**src/rtl/sirv_uart_tx.sv**
```systemverilog
// sirv_uart_tx: 8-bit UART transmitter, LSB first, start bit, 1 or 2 stop bits, programmable baud divisor.
// Ports:
//   clock        rising-edge clock
//   reset        synchronous active-high reset
//   io_en        transmit enable; gates acceptance of new bytes only
//   io_in_valid  upstream byte available
//   io_in_ready  byte accepted this cycle (IDLE and enabled)
//   io_in_bits   byte to transmit
//   io_div       baud divisor; each bit lasts io_div+1 cycles
//   io_nstop     0 = one stop bit, 1 = two stop bits
//   io_parity    (SIRV_UART_TX_PARITY_EN only) 0 = even, 1 = odd parity
//   io_out       serial line, idle high
//   io_busy      frame in progress
// Optional feature: define SIRV_UART_TX_PARITY_EN to insert a parity bit between data and stop.
module sirv_uart_tx (
  input  logic        clock,
  input  logic        reset,
  input  logic        io_en,
  input  logic        io_in_valid,
  output logic        io_in_ready,
  input  logic [7:0]  io_in_bits,
  input  logic [15:0] io_div,
  input  logic        io_nstop,
`ifdef SIRV_UART_TX_PARITY_EN
  input  logic        io_parity,
`endif
  output logic        io_out,
  output logic        io_busy
);
`ifdef SIRV_UART_TX_PARITY_EN
  typedef enum logic [2:0] {IDLE, START, DATA, STOP, PARITY} state_t;
`else
  typedef enum logic [1:0] {IDLE, START, DATA, STOP} state_t;
`endif
  state_t      r_state;
  logic [7:0]  r_byte;
  logic [15:0] r_div;
  logic [15:0] r_cnt;
  logic [2:0]  r_idx;
  logic        r_nstop;
  logic        r_stop2;
  logic        r_out;
`ifdef SIRV_UART_TX_PARITY_EN
  logic        r_par;
`endif
  logic        w_fire;
  logic        w_tick;
  logic [2:0]  w_nidx;
  assign io_in_ready = (r_state == IDLE) & io_en;
  assign io_busy     = r_state != IDLE;
  assign io_out      = r_out;
  assign w_fire      = io_in_valid & io_in_ready;
  // A bit time ends on the cycle the down-counter sits at zero.
  assign w_tick      = r_cnt == 16'd0;
  assign w_nidx      = r_idx + 3'd1;
  always_ff @(posedge clock) begin
    if (reset) begin
      r_state <= IDLE;
      r_out   <= 1'b1;
      r_cnt   <= 16'd0;
      r_idx   <= 3'd0;
      r_div   <= 16'd0;
      r_nstop <= 1'b0;
      r_stop2 <= 1'b0;
`ifdef SIRV_UART_TX_PARITY_EN
      r_par   <= 1'b0;
`endif
    end else begin
      case (r_state)
        IDLE: begin
          if (w_fire) begin
            r_byte  <= io_in_bits;
            r_div   <= io_div;
            r_nstop <= io_nstop;
`ifdef SIRV_UART_TX_PARITY_EN
            r_par   <= io_parity;
`endif
            r_cnt   <= io_div;
            r_idx   <= 3'd0;
            r_stop2 <= 1'b0;
            r_out   <= 1'b0;
            r_state <= START;
          end
        end
        START: begin
          if (w_tick) begin
            r_cnt   <= r_div;
            r_out   <= r_byte[0];
            r_state <= DATA;
          end else begin
            r_cnt <= r_cnt - 16'd1;
          end
        end
        DATA: begin
          if (w_tick) begin
            r_cnt <= r_div;
            if (r_idx == 3'd7) begin
              r_idx   <= 3'd0;
`ifdef SIRV_UART_TX_PARITY_EN
              r_out   <= ^r_byte ^ r_par;
              r_state <= PARITY;
`else
              r_out   <= 1'b1;
              r_state <= STOP;
`endif
            end else begin
              r_idx <= w_nidx;
              r_out <= r_byte[w_nidx];
            end
          end else begin
            r_cnt <= r_cnt - 16'd1;
          end
        end
`ifdef SIRV_UART_TX_PARITY_EN
        PARITY: begin
          if (w_tick) begin
            r_cnt   <= r_div;
            r_out   <= 1'b1;
            r_state <= STOP;
          end else begin
            r_cnt <= r_cnt - 16'd1;
          end
        end
`endif
        STOP: begin
          // Second stop bit reloads the counter and stays in STOP with the line high.
          if (w_tick) begin
            if (r_nstop && !r_stop2) begin
              r_stop2 <= 1'b1;
              r_cnt   <= r_div;
            end else begin
              r_out   <= 1'b1;
              r_state <= IDLE;
            end
          end else begin
            r_cnt <= r_cnt - 16'd1;
          end
        end
        default: begin
          r_out   <= 1'b1;
          r_state <= IDLE;
        end
      endcase
    end
  end
endmodule

```
**config.mk**
```make
export PLATFORM = sky130hd
export DESIGN_NAME = sirv_uart_tx
export DESIGN_NICKNAME = d
export VERILOG_FILES = /design/src/rtl/sirv_uart_tx.sv
export SDC_FILE = /design/constraint.sdc
export NUM_CORES = 1
export LEC_CHECK = 0
export BUFFER_PORTS_ARGS = -buffer_cell sky130_fd_sc_hd__buf_2
export CORE_UTILIZATION = 55
export CTS_CLUSTER_DIAMETER = 80
export DETAILED_ROUTE_END_ITERATION = 7
export GPL_ROUTABILITY_DRIVEN = 0
export PLACE_DENSITY = 0.76
export SLEW_MARGIN = 5
export SYNTH_ARGS = -nofsm -noshare
export SYNTH_HDL_FRONTEND = slang
export SYNTH_SLANG_ARGS = --single-unit
export TNS_END_PERCENT = 30
```
**constraint.sdc**
```tcl
create_clock -name clock -period 2.42 [get_ports clock]
set_input_delay 0 -clock clock [delete_from_list [all_inputs] [get_ports clock]]
set_output_delay 0 -clock clock [all_outputs]
set_load 0.01 [all_outputs]
```
==> results of run 1 <==
registers in the layout, indices dropped and copies added (netlist names):
name / cells
io_out: 1
r_byte: 8
r_cnt: 16
r_div: 16
r_idx: 3
r_nstop: 1
r_state: 2
r_stop2: 1
cells by family after synthesis:
group | count (synthesis)
adder cells (fa/ha/maj) | 9
AO/OA/AOI/OAI | 77
multiplexers | 6
buffers and inverters | 29
XOR/XNOR | 10
flip-flops | 48
AND/OR/NAND/NOR | 121
routing by layer:
metal / up-vias / part of all wire
met5: - / 0
met2: 66 / 0.47
met1: 1054 / 0.45
li1: 1175 / -
met3: 8 / 0.059
met4: 0 / 0.012
through the flow:
| stage | std cells | setup WS [ps] |
|---|---|---|
| detailed placement | 369 | 287 |
| global placement | 369 | 404 |
| CTS | 402 | 226 |
| floorplan | 300 | 498 |
| finish | 402 | 213 |
| global route | 402 | 37.3 |
worst paths after layout:
path | depth (start not counted) | endpoint | slack (ps) | from
worst max-delay path | 7 | r_idx[0]$_SDFFE_PP0P_ | 210 | r_cnt[0]$_SDFFE_PP0P_
worst min-delay path | 4 | r_stop2$_SDFFE_PP0P_ | 180 | io_in_valid
worst max register to register | 7 | r_idx[0]$_SDFFE_PP0P_ | 210 | r_cnt[0]$_SDFFE_PP0P_
worst min register to register | 2 | r_div[8]$_SDFFE_PP0P_ | 460 | r_div[8]$_SDFFE_PP0P_
worst max-delay path, cell delays in order, from the launching register on:
cell and delay, ps:
dfxtp_1 370, inv_1 120, ha_1 210, nor3b_1 240
nand4_1 240, a21o_1 300, or4b_1 490, a21oi_1 150
synthesized netlist by cell type (2+ instances only):
cell type,number,area (µm²)
nand2b_1,4,25.0
nand2_1,58,218
o21ai_0,10,50.1
dfxtp_1,40,801
mux4_2,2,45.0
nand4_1,4,25.0
a311oi_1,14,123
buf_2,2,10.0
buf_4,5,37.5
a211o_1,6,52.6
inv_1,8,30.0
clkbuf_1,11,41.3
o21a_1,2,15.0
nor4_1,2,12.5
o2111ai_1,2,17.5
nor3_1,3,15.0
o221ai_1,2,17.5
a21o_1,4,30.0
edfxtp_1,8,240
o211ai_1,3,22.5
nor2_1,27,101
a21oi_1,25,125
xnor2_1,4,35.0
ha_1,9,113
nand3_1,6,30.0
mux2i_1,3,30.0
xor2_1,6,52.6
and2_1,3,18.8
where the power goes:
| group | total, mW | switching, mW | internal (mW) | leakage, nW |
|---|---|---|---|---|
| combinational | 1.94 | 1.11 | 0.822 | 0.766 |
| sequential | 1.24 | 0.230 | 1.01 | 0.401 |
| clock | 0.459 | 0.257 | 0.202 | 0.0399 |
cell type report:
type,instances,area [µm²]
Sequential cell,48,1040
Multi-Input combinational cell,223,1400
Tap cell,52,65.1
Fill cell,370,1370
Timing Repair Buffer,63,458
Clock inverter,1,3.75
Clock buffer,7,76.3
Inverter,8,30.0
==> summary.md, run 1 <==
The run finished, with violations left. The checks that failed: DRC. The run gives 212 as the number of DRC violations after detailed-routing iteration 0. The area of the core was 4440 µm²; the setup fix buffers added after clock tree synthesis was 0. The die outline width came out at 70.6 µm. The tools report the maximum number of pins on one net before global-route repair as 43.

The nature of the critical path endpoint was a flop. The run gives 2 as the clock tree buffer depth. The number of flops mapped to enable cells by yosys works out to 8.

The run gives 6 as the detailed-router iteration count before antenna repair. The number of gates resized after cts was 0. For this run, the leading register cell type out of synthesis is dfxtp_1. The DRC violation count after routing is 6, and the final core area utilization is 0.692. Yosys mapped the design onto 55 distinct sky130hd cell types.

The H-tree generated during clock tree synthesis spans 2 levels. The tools report the final worst hold slack as 181 ps. The setup TNS was 0 ps; the layout-stage area growth over the synthesis result was 19.0%.

First-pass GRT wire length: 10.2 mm. The global routing stage identified its most utilized layer as met2. The floorplan has 24 rows. Pin placement for this block handled 32 I/O pins.

Number of failing hold endpoints at the final stage: 0. In the final routed layout, each cell accounts on average for 14.9 µm. The minimum period implied by the final worst setup slack is 2210 ps. The initial core utilization was 0.582. The post-synthesis sequential element count came out at 48. The average size of a mapped cell was 8.62 µm²; the average vias per placed instance was 5.73. For the maximum ir drop on the vdd rail, the log shows 0.000549 V. In the layout the commonest cells are nand2_1, dfxtp_1, buf_2. For the initial antenna violation count, the log shows 0. Setup repair after global routing left no endpoint under its margin. The number of sinks on the clock net was 48. Proportion of register bits with asynchronous set or reset after synthesis: 0. In the synthesized netlist, the number of instances is 300. The total power draw came out at 3.63 mW.

The worst setup path is launched from a flop. The sequential share of the synthesized area is 0.403. The total number of vias was 2,303. TritonCTS created 5 clock buffers. From bottom edge to top edge, the die measures 70.6 µm. The met2 usage was 0.420. The summed instance area of the synthesized netlist was 2580 µm²; the count of port buffers added during placement was 31. The clock network latency to the later pin of the worst-skew pair was 300 ps; the biggest fanout along the worst timing path was 6. The die covers 4980 µm². The main combinational cell family by area after synthesis was simple AND/OR/NAND/NOR gates. The tools report the number of antenna repair diodes as 0. The tools report the number of warnings issued by yosys as 0. The fraction of layout instances using a drive strength above 1 is 0.151, and the slew at the pin closest to its max-slew limit is 788 ps. Clock-pin slew was measured on the worst setup and hold paths at 90 ps. The xor/xnor share of the synthesized area was 0.0339. The worst setup path category is flop to flop. In the final design database the tool counted 387 nets.

After routing the design area is 3080 µm². The tool flagged a number of max-cap violations equal to 0. Synthesized-area fraction occupied by adder cells: 0.0436. For the required arrival time at the worst endpoint, the log shows 2650 ps. The multiplexer fraction of the synthesized cell area came out at 0.0334. The tree is rooted in a clkbuf_8. The library cell used most frequently in the layout, excluding fill and tap cells, is nand2_1.

Met1 usage in global routing: 0.351. The run gives 0.259 as the overall global routing resource usage. The met3 demand-to-capacity share in global routing is 0.0442. Detailed placement ended at an HPWL of 3.86 mm. In this run the static leakage power is 1.21 nW.

The run gives 2,215 as the number of global-route vias before repair. For the count of endpoints failing setup in the final report, the log shows 0. For the final database, setup skew stands at 14.4 ps.

The number of hold buffers added after CTS is 25. The number of pins exceeding their max-slew limit in the final report was 0. After detailed placement, the total cell area comes to 2750 µm². The number of routed nets with antenna violations was 0; the total congestion overflow after global routing was 0. For the net count after synthesis, the log shows 338.

TritonCTS built the clock tree. The share of the synthesized area in compound gates (AO/OA/AOI/OAI) came out at 0.208. For this block, the routed nets add up to 5.97 mm of wire. The data arrival time at the worst-slack endpoint came out at 2440 ps. Post-route fraction of the period consumed by the critical path: 0.912. The fraction of the mapped netlist area in simple logic gates came out at 0.223. The tightest min-delay check is of the input port to flop type. Power spread over the standard cell area amounts to 1180 nW/µm².

The top achievable clock speed was 453 MHz; the headroom to the max-slew limit was 0.475.
No activity file was read; power rests on OpenSTA's default activity.
==> run 2, diff against run 1 <==
--- a/config.mk
+++ b/config.mk
@@ -6,11 +6,11 @@
 export NUM_CORES = 1
 export LEC_CHECK = 0
 export BUFFER_PORTS_ARGS = -buffer_cell sky130_fd_sc_hd__buf_2
-export CORE_UTILIZATION = 55
+export CORE_UTILIZATION = 45
 export CTS_CLUSTER_DIAMETER = 80
 export DETAILED_ROUTE_END_ITERATION = 7
 export GPL_ROUTABILITY_DRIVEN = 0
-export PLACE_DENSITY = 0.76
+export SKIP_CTS_REPAIR_TIMING = 1
 export SLEW_MARGIN = 5
 export SYNTH_ARGS = -nofsm -noshare
 export SYNTH_HDL_FRONTEND = slang
==> run 2 against run 1 <==
Effect of this change:
- worst hold slack gained 33 ps
- register-to-register slack improved by 20 ps
- critical endpoint unchanged
- the run now ends clean
- sequential power about the same
==> summary.md, run 2 (same netlist as run 1, synthesis figures left out) <==
The tools report the portion of total power attributed to sequential cells as 0.340 (about the same). Worst stage delay on the critical path: 470 ps (-20 ps). The number of DRC violations after detailed-routing iteration 0 is 100 (-53%), and the count of port buffers added during placement is 31 (unchanged).

Fraction of layout instances using a drive strength above 1: 0.157 (+0.00527). The fraction of power consumed by the clock network was 0.127 (about the same); the TritonCTS buffer count was 5 (unchanged). For the number of antenna repair diodes, the log shows 0 (unchanged). For the initial antenna violation count, the log shows 0 (unchanged). The biggest fanout along the worst timing path is 6 (unchanged). The flow ran to the end, and the final reports show no timing, DRC or antenna violations.

Post-detailed-routing wire length: 5.95 mm (-0.44%). The final core area utilization is 0.565 (-0.127), and the routed wirelength normalized by instance count is 14.1 µm (-5.4%). Nature of the critical path endpoint: a flop. The worst setup slack after layout was 229 ps (+16.4 ps); the clock network latency to the later pin of the worst-skew pair was 300 ps (about the same). The tools report the leakage dissipation as 1.21 nW (+0.60%).

The share of total power in combinational logic was 0.532 (about the same); the final cell area excluding filler cells was 3110 µm² (+1.1%). The die outline width works out to 77.8 µm (+10%). Walking the worst path, the cells encountered are inv_1 > ha_1 > nor3b_1 > nand4_1 > a21o_1 > or4b_1 > a21oi_1.

The path class of the tightest hold or removal check is input port to flop. In the layout the commonest cells are nand2_1, dfxtp_1, buf_2. The count of endpoints failing setup in the final report is 0 (unchanged), and the minimum period implied by the final worst setup slack is 2190 ps (-16.4 ps). The post-route fraction of the period consumed by the critical path was 0.905 (-0.00678); the total power draw was 3.64 mW (+0.14%). The largest registers in the layout are r_cnt x16, r_div x16, r_byte x8.

The number of nets in the finished design is 388 (+0.26%), and the number of buffers and inverters on the critical path is 1 (unchanged). The first-pass GRT wire length came out at 9.45 mm (-7.2%). The tools report the total die area as 6050 µm² (+22%). Number of top-level pins: 32 (unchanged). The run gives 2,326 (+1.0%) as the total number of vias. The DRC violation count after routing was 0 (-6); the number of pins exceeding their max-slew limit in the final report was 0 (unchanged).

The run gives 0.469 (-0.112) as the initial core utilization. Setup TNS: 0 ps (unchanged). TritonCTS built the clock tree. The overall global routing resource usage is 0.199 (-0.0609), and the placed instance area is 2780 µm² (+1.2%).

The total congestion overflow after global routing is 0 (unchanged). The logs give 2,044 (-7.7%) for the number of global-route vias before repair and 3.87 mm (+0.25%) for the final HPWL from detailed placement. The run gives 1.59 mW (-0.60%) as the switching component of the power. The worst setup path is launched from a flop. The tools report the number of routed nets with antenna violations as 0 (unchanged). Clock tree buffer depth: 2 (unchanged). Headroom to the max-slew limit: 0.455 (-0.0200). The number of core rows is 27 (+13%), and the clock input transition at the sequential cells of the worst setup and hold paths is 90 ps (about the same). The detailed-router iteration count before antenna repair is 4 (-2). The required arrival time at the worst endpoint came out at 2640 ps (about the same). The leading cell type in the layout, fill and taps excluded was nand2_1. By startpoint and endpoint, the worst setup path is classified as flop to flop. The switching power as a share of total power came out at 0.437 (-0.00324).

The slowest stage of the critical path belongs to the cell or4b_1. The number of sinks on the clock net is 48 (unchanged), and the number of failing hold endpoints at the final stage is 0 (unchanged). The tools report the CTS H-tree depth as 2 (unchanged). The maximum ir drop on the vdd rail was 0.000864 V (+57%); the top achievable clock speed was 456 MHz (+0.75%). The maximum number of pins on one net before global-route repair was 43 (unchanged); the layout-stage area growth over the synthesis result was 20.3%. The area of the core was 5510 µm² (+24%); the power density over the cells was 1170 nW/µm² (-0.95%). The tools report the clock tree root buffer cell as clkbuf_8. The tools report the final clock skew as 8.33 ps (-6.09 ps). The final worst hold slack came out at 214 ps (+32.7 ps). The final cell count without fillers is 423 (+5.2%), and the slew at the pin closest to its max-slew limit is 818 ps (+29.9 ps). Internal power consumption: 2.05 mW (+0.72%). The tools report the data arrival time at the worst-slack endpoint as 2410 ps (-30 ps). For the setup slack after placement, the log shows 282 ps (-5.23 ps).

Max-capacitance violation count: 0 (unchanged). On the critical path the largest part of the delay comes from simple AND/OR/NAND/NOR gates. The cell count after placement is 390 (+5.7%). The overall die height works out to 77.8 µm (+10%). Average vias per placed instance: 5.50 (-4.0%). Setup repair after global routing left no endpoint under its margin.
==> run 2: cell count changes in the layout (fill, tap and decap cells not counted), sizes merged <==
cell	delta
buf	+1
==> run 2: tightest hold or removal path, stage by stage <==
cell and delay (ps):
buf_2 100, a21bo_2 160, nand4_1 100, a21oi_1 120
==> run 2: layout make-up <==
cell class	instances	area, µm²
clock buffer	7	76.3
clock inverter	1	5.00
fill	501	2400
inverter	8	30.0
multi-input combinational	223	1400
sequential	48	1040
tap	72	90.1
timing repair buffer	64	465
==> run 2: routing by layer <==
metal,vias to the layer above,track usage,part of all wire
met5,-,0,0
met4,0,0.0566,0.010
met3,6,0.0353,0.028
met2,38,0.349,0.49
met1,1105,0.247,0.47
li1,1177,-,-
==> run 2: power by group through the flow <==
| stage | clock, mW | combinational (mW) | sequential [mW] |
|---|---|---|---|
| floorplan | 0 | 1.56 | 1.20 |
| global placement | 0 | 1.91 | 1.25 |
| detailed placement | 0 | 1.92 | 1.26 |
| CTS | 0.476 | 1.93 | 1.24 |
| global route | 0.510 | 2.18 | 1.27 |
| finish | 0.463 | 1.94 | 1.24 |
==> run 2: path summary, 6_finish.rpt <==
path                              start                     to  slack, ps  cells past startpoint
setup / recovery  r_cnt[0]$_SDFFE_PP0P_  r_idx[0]$_SDFFE_PP0P_        230                      7
hold / removal                    io_en   r_stop2$_SDFFE_PP0P_        210                      4
setup reg to reg  r_cnt[0]$_SDFFE_PP0P_  r_idx[0]$_SDFFE_PP0P_        230                      7
hold reg to reg   r_div[2]$_SDFFE_PP0P_  r_div[2]$_SDFFE_PP0P_        460                      2
